==> config.mk <==
export PLATFORM = sky130hd
export DESIGN_NAME = if_fetch_stage
export DESIGN_NICKNAME = d
export VERILOG_FILES = /design/src/rtl/if_pkg.sv /design/src/rtl/if_perf_counter.sv /design/src/rtl/if_fetch_stage.sv
export SDC_FILE = /design/constraint.sdc
export NUM_CORES = 1
export LEC_CHECK = 0
export BUFFER_PORTS_ARGS = -buffer_cell sky130_fd_sc_hd__buf_2
export CORE_ASPECT_RATIO = 1.5
export CORE_UTILIZATION = 48
export CTS_CLUSTER_SIZE = 28
export DETAILED_ROUTE_END_ITERATION = 10
export PLACE_DENSITY = 0.77
export RECOVER_POWER = 25
export SETUP_SLACK_MARGIN = 0.5
export SYNTH_ARGS = -nofsm -noshare
export SYNTH_HDL_FRONTEND = slang
export SYNTH_SLANG_ARGS = --single-unit
==> constraint.sdc <==
create_clock -name CLK -period 2.45 [get_ports CLK]
set_clock_uncertainty 0.2 [all_clocks]
set_input_delay 0.49 -clock CLK [delete_from_list [all_inputs] [get_ports CLK]]
set_output_delay 0.49 -clock CLK [all_outputs]
set_load 0.03 [all_outputs]
==> src/rtl/if_pkg.sv <==
// Shared definitions for the instruction-fetch stage: state encoding,
// default reset vector / PC step, and IF/ID field widths.
package if_pkg;

  typedef enum logic [1:0] {
    FETCH         = 2'b00,
    MISS_WAIT     = 2'b01,
    REDIRECT_WAIT = 2'b10
  } fetch_state_t;

  localparam logic [31:0] RESET_VECTOR_DEFAULT = 32'h0000_0000;
  localparam int unsigned PC_STEP_DEFAULT      = 4;

  localparam int unsigned PC_W    = 32;
  localparam int unsigned INSTR_W = 32;

endpackage

==> src/rtl/if_perf_counter.sv <==
// 32-bit free-running performance counter; clear has priority over enable.
module if_perf_counter (
  input  logic        clk,
  input  logic        clear,
  input  logic        enable,
  output logic [31:0] count
);

  always_ff @(posedge clk) begin
    if (clear) begin
      count <= '0;
    end else if (enable) begin
      count <= count + 32'd1;
    end
  end

endmodule

==> src/rtl/if_fetch_stage.sv <==
// Instruction-fetch stage: owns the PC, holds the cache address stable during
// misses, defers redirects that arrive mid-miss, and loads the IF/ID register.
module if_fetch_stage
  import if_pkg::*;
#(
  parameter logic [31:0] RESET_VECTOR = RESET_VECTOR_DEFAULT,
  parameter int unsigned PC_STEP      = PC_STEP_DEFAULT
) (
  input  logic               CLK,
  input  logic               RESET,
  input  logic               BRANCH_TAKEN,
  input  logic [PC_W-1:0]    BRANCH_TARGET,
  input  logic               STALL,
  output logic [PC_W-1:0]    ICACHE_ADDR,
  input  logic [INSTR_W-1:0] ICACHE_INSTRUCTION,
  input  logic               ICACHE_BUSYWAIT,
  output logic [PC_W-1:0]    IF_ID_PC,
  output logic [PC_W-1:0]    IF_ID_PC4,
  output logic [INSTR_W-1:0] IF_ID_INSTRUCTION,
  output logic               IF_ID_VALID,
  output logic [31:0]        FETCH_COUNT,
  output logic [31:0]        MISS_CYCLES
);

  localparam logic [PC_W-1:0] STEP = PC_W'(PC_STEP);

  fetch_state_t    state, state_next;
  logic [PC_W-1:0] pc, pending, target_aligned, pc_plus_step;

  logic pc_load_target, pc_load_pending, pc_advance;
  logic pending_load, ifid_load, ifid_flush;

  assign target_aligned = BRANCH_TARGET & ~PC_W'(3);
  assign pc_plus_step   = pc + STEP;
  assign ICACHE_ADDR    = pc;

  always_ff @(posedge CLK) begin
    if (RESET) begin
      state <= FETCH;
    end else begin
      state <= state_next;
    end
  end

  always_comb begin
    state_next = FETCH;
    if (state == REDIRECT_WAIT || BRANCH_TAKEN) begin
      state_next = ICACHE_BUSYWAIT ? REDIRECT_WAIT : FETCH;
    end else if (ICACHE_BUSYWAIT) begin
      state_next = MISS_WAIT;
    end
  end

  // The PC never moves while the cache is busy; a redirect seen mid-miss is
  // parked in the pending register and applied when the miss completes.
  always_comb begin
    pc_load_target  = 1'b0;
    pc_load_pending = 1'b0;
    pc_advance      = 1'b0;
    pending_load    = 1'b0;
    ifid_load       = 1'b0;
    ifid_flush      = 1'b0;
    if (state != REDIRECT_WAIT && BRANCH_TAKEN) begin
      ifid_flush = 1'b1;
      if (ICACHE_BUSYWAIT) pending_load   = 1'b1;
      else                 pc_load_target = 1'b1;
    end else if (state == REDIRECT_WAIT) begin
      ifid_flush = 1'b1;
      if (ICACHE_BUSYWAIT)   pending_load    = BRANCH_TAKEN;
      else if (BRANCH_TAKEN) pc_load_target  = 1'b1;
      else                   pc_load_pending = 1'b1;
    end else if (ICACHE_BUSYWAIT) begin
      ifid_flush = !STALL;
    end else if (!STALL) begin
      ifid_load  = 1'b1;
      pc_advance = 1'b1;
    end
  end

  always_ff @(posedge CLK) begin
    if (RESET) begin
      pc                <= RESET_VECTOR;
      pending           <= '0;
      IF_ID_PC          <= '0;
      IF_ID_PC4         <= '0;
      IF_ID_INSTRUCTION <= '0;
      IF_ID_VALID       <= 1'b0;
    end else begin
      if (pc_load_target)       pc <= target_aligned;
      else if (pc_load_pending) pc <= pending;
      else if (pc_advance)      pc <= pc_plus_step;

      if (pending_load) pending <= target_aligned;

      if (ifid_load) begin
        IF_ID_PC          <= pc;
        IF_ID_PC4         <= pc_plus_step;
        IF_ID_INSTRUCTION <= ICACHE_INSTRUCTION;
        IF_ID_VALID       <= 1'b1;
      end else if (ifid_flush) begin
        IF_ID_VALID <= 1'b0;
      end
    end
  end

  if_perf_counter u_fetch_count (
    .clk    (CLK),
    .clear  (RESET),
    .enable (ifid_load),
    .count  (FETCH_COUNT)
  );

  if_perf_counter u_miss_cycles (
    .clk    (CLK),
    .clear  (RESET),
    .enable (ICACHE_BUSYWAIT),
    .count  (MISS_CYCLES)
  );

endmodule

==> summary.md, run 1 <==
| Metric | Value |
|---|---|
| Outcome | finished, final reports clean |
| Die width | 118 um |
| Max cap viols | 0 |
| I/O pin cnt | 262 |
| Number of distinct library cells after synthesis | 64 |
| Aggregate global-route resource usage | 28.5% |
| Final Hold Fails | 0 |
| Post-Route Utilization | 66.6% |
| Hold Path Origin | ICACHE_INSTRUCTION[14] |
| Worst-path maximum fanout | 12 |
| Wire length on met3 | 2520 um |
| Final slew viol count | 0 |
| Sum of overflow across all layers after global routing | 0 |
| Setup crit end kind | register |
| Ratio of cells with drive above 1 in the final layout | 32.2% |
| Layout net count | 1,582 |
| Cell area after synthesis | 9730 sq um |
| Remaining design rule violation count | 0 |
| Post-Syn Area per Cell | 8.03 sq um |
| Clock Sink Count | 223 |
| Area used by sequential logic in the layout | 4590 sq um |
| Standby leakage power | 5.31 nW |
| Arr. time, crit path | 2400 ps |
| Number of enable flip-flop cells after synthesis | 0 |
| Initial core utilization | 49.2% |
| Overall die area | 20,900 sq um |
| Kind of critical path | in -> reg |
| Synthesized Nets | 1,284 |
| Clock latency at the later pin of the worst-skew pair | 510 ps |
| Total Neg Setup Slack | 0 ps |
| Number of antenna violations at the first check in global routing | 3 |
| Power per cell area | 622 nW/um^2 |
| HPWL after detailed placement | 20,000 um |
| Detail Route Antenna Nets | 0 |
| Row count | 63 |
| Highest Clock Rate | 0.444 GHz |
| Die H | 176 um |
| Total of flip-flops plus latches after synthesis | 223 |
| Count of fill cells added during filler insertion | 1,617 |
| Gate count after technology mapping | 1,212 |
| Clock-pin slew on the worst setup and hold paths | 70 ps |
| Total number of vias | 10,100 |
| Core area | 19,800 sq um |
| Period utilization | 91.8% |
| Metal1 wirelength | 11,800 um |
| Final routed wirelength across all metal layers | 31,500 um |
| Worst reg2reg startpoint | state[0]$_SDFF_PP0_ |
| First-pass iteration count of the detailed router | 6 |
| Setup repair after global routing missed its margin | yes |
| Routed wire length per instance | 17.6 um |
| Setup-violating endpoint count in the final report | 0 |
| Via count of the first global-routing pass | 9,460 |
| Top Metal Used | met4 |
| TritonCTS clock tree | done |
| Pin slew with the least headroom to its limit | 1200 ps |
| Area delta synth->final | 35.5% |
| Total CTS buffers | 23 |
| Maximum VDD drop | 0.466 mV |
| Wire length of the first global-routing pass | 48,200 um |
| Routability Congestion | 0.918 |
| Crit path launch type | primary input |
| Tmin final | 2250 ps |
| Classification of the worst-slack hold path | in -> reg |
| CTS Root Cell | sky130_fd_sc_hd__clkbuf_16 |
| Dominant register cell in the synthesized netlist | sky130_fd_sc_hd__dfxtp_1 |
| Critical path startpoint | ICACHE_BUSYWAIT |
| Clk buf depth | 3 |
| CTS H-Tree Depth | 1 |
| Multi-input logic area | 5330 sq um |
| Share of async-settable or async-resettable flops after synthesis | 0% |
| Post-DR vias/cell | 5.66 |
| Critical path required time | 2600 ps |
| Sequential area share after synthesis | 45.9% |
| Slew Limit Headroom | 19.7% |
| Violation count after the first detailed-route iteration | 799 |
| Count of input and output buffers | 259 |
| Met2 wire length | 15,700 um |
| Yosys Warn Count | 0 |
| Largest net degree at the start of global routing | 106 |
-- routing by layer --
layer	global-route usage, %	vias up
met1	32.5	4750
met3	5.49	104
met2	50.0	475
met5	0	-
li1	-	4800
met4	15.4	0
-- state kept, by name, summed over array words and instances (netlist names) --
name and cells:
IF_ID_VALID 1, IF_ID_PC 32, u_fetch_count.count 32, state 2
IF_ID_INSTRUCTION 32, pending 30, IF_ID_PC4 30, ICACHE_ADDR 32
u_miss_cycles.count 32
-- layout by cell type, fill, tap and decap left out, drive strengths merged, types with 29 or more instances in the layout --
cell	count
a21oi	157
buf	305
clkbuf	90
dfxtp	223
nand2	235
nand3	38
nor2	102
nor3	29
o21ai	52
xnor2	32
xor2	34
-- area by class of cell --
| type | count | area share [%] |
|---|---|---|
| Clock inverter | 9 | 0.598 |
| Inverter | 16 | 0.456 |
| Clock buffer | 32 | 4.85 |
| Multi-Input combinational cell | 882 | 40.5 |
| Tap cell | 260 | 2.47 |
| Antenna cell | 2 | 0.0380 |
| Timing Repair Buffer | 364 | 16.3 |
| Sequential cell | 223 | 34.8 |
-- critical path, stage by stage --
cell and delay, ps:
sky130_fd_sc_hd__clkbuf_1 320, sky130_fd_sc_hd__buf_4 300, sky130_fd_sc_hd__nor4b_4 70, sky130_fd_sc_hd__nor2_1 730, sky130_fd_sc_hd__a211oi_1 200, sky130_fd_sc_hd__a21oi_1 210
sky130_fd_sc_hd__nor2_1 70
-- path summary, 6_finish.rpt --
kind                                        end  slack (ps)  depth (start not counted)
max reg2reg         ICACHE_ADDR[2]$_SDFFE_PP0P_         250                          5
min          IF_ID_INSTRUCTION[14]$_SDFFE_PP0P_          20                          3
max                 ICACHE_ADDR[2]$_SDFFE_PP0P_         200                          7
min reg2reg           IF_ID_PC[25]$_SDFFE_PP0P_         250                          2
-- power by group --
part	switching (mW)	total [mW]	leakage (nW)	internal [mW]
clock	1.45	3.38	0.350	1.93
sequential	0.108	3.84	1.84	3.73
combinational	0.631	0.971	3.12	0.340
total	2.19	8.19	5.31	6.00
-- timing repair --
item | in CTS | in global routing
cloned | 3 | 0
pin swaps | 26 | 43
hold buffers | 0 | 0
setup buffers | 42 | 12
resized for setup | 41 | 70
setup endpoints to repair | 130 | 83
-- cell usage after synthesis (11+ instances only) --
| library cell | count | share of area [%] |
|---|---|---|
| sky130_fd_sc_hd__dfxtp_1 | 223 | 46 |
| sky130_fd_sc_hd__and3_1 | 17 | 1.1 |
| sky130_fd_sc_hd__nand2_1 | 235 | 9.1 |
| sky130_fd_sc_hd__a31oi_1 | 11 | 0.71 |
| sky130_fd_sc_hd__nand4_1 | 22 | 1.4 |
| sky130_fd_sc_hd__xnor2_1 | 32 | 2.9 |
| sky130_fd_sc_hd__o21ai_0 | 52 | 2.7 |
| sky130_fd_sc_hd__or3_1 | 24 | 1.5 |
| sky130_fd_sc_hd__clkbuf_1 | 73 | 2.8 |
| sky130_fd_sc_hd__buf_2 | 11 | 0.57 |
| sky130_fd_sc_hd__xor2_1 | 34 | 3.1 |
| sky130_fd_sc_hd__nor3_1 | 25 | 1.3 |
| sky130_fd_sc_hd__a21oi_1 | 157 | 8.1 |
| sky130_fd_sc_hd__and4_1 | 12 | 1.1 |
| sky130_fd_sc_hd__nand3_1 | 37 | 1.9 |
| sky130_fd_sc_hd__nor2_1 | 102 | 3.9 |
| sky130_fd_sc_hd__a211oi_1 | 24 | 1.9 |
| sky130_fd_sc_hd__inv_1 | 16 | 0.62 |
-- per-stage QoR --
step	worst slack, ps	instance area, sq um	hold WS (ps)	instances	total power [mW]
final	200	13200	21.3	1788	8.19
after global routing	159	13200	12.4	1787	8.46
after CTS	393	12900	4.65	1774	8.20
after detailed placement	58.2	11700	242	1688	4.79
after global placement	86.9	11700	238	1688	4.77
after floorplan	294	10100	232	1212	4.48
-- kinds of logic after synthesis --
| logic type | synth area share [%] |
|---|---|
| adders and majority gates | 0.386 |
| AOI/OAI and AO/OA | 17.5 |
| muxes | 0.309 |
| DFF | 45.9 |
| xor gates and xnor gates | 5.94 |
| buffers and inverters | 4.69 |
| and+or+nand+nor | 25.3 |
Power figures use the tool's default switching activity.
==> run 2, diff against run 1 <==
--- a/config.mk
+++ b/config.mk
@@ -12,6 +12,7 @@
 export DETAILED_ROUTE_END_ITERATION = 10
 export PLACE_DENSITY = 0.77
 export RECOVER_POWER = 25
+export REMOVE_ABC_BUFFERS = 1
 export SETUP_SLACK_MARGIN = 0.5
 export SYNTH_ARGS = -nofsm -noshare
 export SYNTH_HDL_FRONTEND = slang
==> summary.md, run 2 (synthesis results as in run 1) <==
| Metric | Value |
|---|---|
| Crit path launch type | primary input |
| Cell type of the slowest stage on the worst timing path | sky130_fd_sc_hd__nor2_1 |
| Peak per-stage delay on the critical path | 490 ps (-240 ps) |
| Switching share of total power | 25.8% (-0.99 points) |
| Core area | 19,800 sq um (unchanged) |
| Outcome | complete, but fails checks |
| Initial core utilization | 49.2% (unchanged) |
| Clock latency at the later pin of the worst-skew pair | 510 ps (about the same) |
| Critical path, cell by cell | buf_2, buf_4, inv_1, clkbuf_1, nor2_1, buf_12, nand2_1, a21oi_1 |
| Net switching power of the design | 2.17 mW (-0.80%) |
| Sequential Power Share | 45.3% (-1.5 points) |
| Die H | 176 um (unchanged) |
| Wire length of the first global-routing pass | 46,700 um (-3.2%) |
| Setup-violating endpoint count in the final report | 0 (unchanged) |
| Remaining design rule violation count | 0 (unchanged) |
| Violated checks | capacitance limit |
| Setup slack at placement | 44.0 ps (-14.2 ps) |
| Most common library cell in the layout ignoring fill and taps | sky130_fd_sc_hd__nand2_1 |
| Aggregate global-route resource usage | 27.4% (-1.1 points) |
| HPWL after detailed placement | 20,000 um (-0.28%) |
| Clk buf depth | 3 (unchanged) |
| Clock Sink Count | 223 (unchanged) |
| Number of antenna violations at the first check in global routing | 0 (-3) |
| CTS H-Tree Depth | 1 (unchanged) |
| Clock-pin slew on the worst setup and hold paths | 60 ps (about the same) |
| Clock network fraction of total power | 42.8% (+1.5 points) |
| Overall power after layout | 8.44 mW (+3.0%) |
| I/O pin cnt | 262 (unchanged) |
| Slew Limit Headroom | 0.654% (-19 points) |
| Row count | 63 (unchanged) |
| Detail Route Antenna Nets | 0 (unchanged) |
| Classification of the worst-slack hold path | in -> reg |
| Pin slew with the least headroom to its limit | 1490 ps (+286 ps) |
| Post-DR vias/cell | 5.66 (about the same) |
| Placed cell count | 1,719 (+1.8%) |
| Final routed wirelength across all metal layers | 31,000 um (-1.5%) |
| Sum of overflow across all layers after global routing | 0 (unchanged) |
| Combinational Power Share | 11.9% (about the same) |
| Standby leakage power | 5.48 nW (+3.2%) |
| Worst-path maximum fanout | 26 (+14) |
| Most frequent cells in the layout | 230 x sky130_fd_sc_hd__nand2_1, 213 x sky130_fd_sc_hd__buf_2, 178 x sky130_fd_sc_hd__dfxtp_1 |
| Violation count after the first detailed-route iteration | 940 (+18%) |
| Largest net degree at the start of global routing | 74 (-30%) |
| Kind of critical path | in -> reg |
| Total CTS buffers | 22 (-4.3%) |
| Final Hold Fails | 0 (unchanged) |
| Routability Congestion | 0.877 (-4.5%) |
| Setup crit end kind | register |
| Highest Clock Rate | 0.470 GHz (+5.8%) |
| Setup repair after global routing missed its margin | yes |
| Critical path required time | 2670 ps (+70 ps) |
| First-pass iteration count of the detailed router | 7 (+1) |
| Overall die area | 20,900 sq um (unchanged) |
| Via count of the first global-routing pass | 9,353 (-1.1%) |
| Arr. time, crit path | 2350 ps (-50 ps) |
| Internal Power | 6.27 mW (+4.4%) |
| Routed wire length per instance | 17.3 um (-2.0%) |
| CTS Root Cell | sky130_fd_sc_hd__clkbuf_16 |
| Period utilization | 86.8% (-5.0 points) |
| Total number of vias | 10,200 (+0.47%) |
| TritonCTS clock tree | done |
| Setup WS post-layout | 323 ps (+124 ps) |
| Ratio of cells with drive above 1 in the final layout | 33.2% (+1.0 points) |
| Count of input and output buffers | 259 (unchanged) |
| Layout net count | 1,596 (+0.88%) |
| Final slew viol count | 0 (unchanged) |
| Tmin final | 2130 ps (-124 ps) |
| Final Non-Filler Cells | 1,797 (+0.50%) |
| Max cap viols | 1 (+1) |
| Die width | 118 um (unchanged) |
| Final antenna diode count | 0 (-2) |
| Area delta synth->final | 37.3% |
| Maximum VDD drop | 0.573 mV (+23%) |
| Power per cell area | 632 nW/um^2 (+1.6%) |
-- run 2: cell types whose count changed in the layout (fill, tap and decap cells not counted), moves of 3 or more --
cell / change
sky130_fd_sc_hd__clkbuf_8: +4
sky130_fd_sc_hd__dfxtp_4: -14
sky130_fd_sc_hd__buf_4: +11
sky130_fd_sc_hd__clkbuf_1: -24
sky130_fd_sc_hd__dfxtp_1: +12
sky130_fd_sc_hd__xnor2_2: -3
sky130_fd_sc_hd__clkinv_2: -4
sky130_fd_sc_hd__buf_2: +10
sky130_fd_sc_hd__xnor2_1: +3
sky130_fd_sc_hd__o21ai_0: +7
sky130_fd_sc_hd__o21ai_2: -4
sky130_fd_sc_hd__buf_6: +6
-- run 2: cell type report --
cell class | instances | area, sq um
Fill cell | 1658 | 6420
Tap cell | 260 | 325
Sequential cell | 223 | 4540
Clock inverter | 7 | 126
Timing Repair Buffer | 380 | 2400
Inverter | 16 | 60.1
Clock buffer | 30 | 651
Multi-Input combinational cell | 881 | 5260
-- run 2: stage by stage --
| step | util [%] | hold WS (ps) | TNS, ps | area, sq um |
|---|---|---|---|---|
| 2_1_floorplan | - | 226 | -102930 | 9340 |
| 4_1_cts | 65.5 | 0.237 | 0 | 13000 |
| 6_report | 67.5 | 17.2 | 0 | 13400 |
| 3_3_place_gp | 59.1 | 238 | 0 | 11700 |
| 3_5_place_dp | 59.1 | 243 | 0 | 11700 |
| 5_1_grt | 67.5 | 11.2 | 0 | 13400 |
-- run 2: critical path: cells and delay by family --
family	cells	cell delay (ps)
buf+inv	5	1100
compound gates	1	150
simple gates	2	580
-- run 2: timing repair --
item                       4_1_cts  5_1_grt
hold buffers                     0        1
cloned                           2        0
gates resized for setup         98       88
buffers inserted                16       22
hold endpoints to repair         0        1
pin swaps                       28       39
setup endpoints to repair       69      109
-- run 2: final timing paths --
| path | start | endpoint | depth (start not counted) | slack, ps |
|---|---|---|---|---|
| setup reg to reg | state[0]$_SDFF_PP0_ | u_fetch_count.count[31]$_SDFFE_PP0P_ | 5 | 370 |
| setup / recovery | BRANCH_TAKEN | pending[16]$_SDFFE_PP0P_ | 8 | 320 |
| hold / removal | ICACHE_INSTRUCTION[4] | IF_ID_INSTRUCTION[4]$_SDFFE_PP0P_ | 3 | 20 |
| hold reg to reg | pending[7]$_SDFFE_PP0P_ | pending[7]$_SDFFE_PP0P_ | 2 | 250 |
-- run 2: power by group through the flow --
stage               combinational (mW)  clock [mW]  sequential, mW
floorplan                        0.296           0            4.08
global placement                 0.911           0            3.89
detailed placement               0.923           0            3.90
CTS                              0.972        3.66            3.82
global route                      1.07        3.80            3.83
finish                            1.00        3.61            3.82
-- run 2: layer usage --
metal | up-vias | wire length, um | GRT usage, %
li1 | 4827 | - | -
met5 | - | 0 | 0
met4 | 0 | 976 | 12.9
met2 | 445 | 16200 | 50.1
met3 | 75 | 1940 | 3.97
met1 | 4830 | 11900 | 31.1
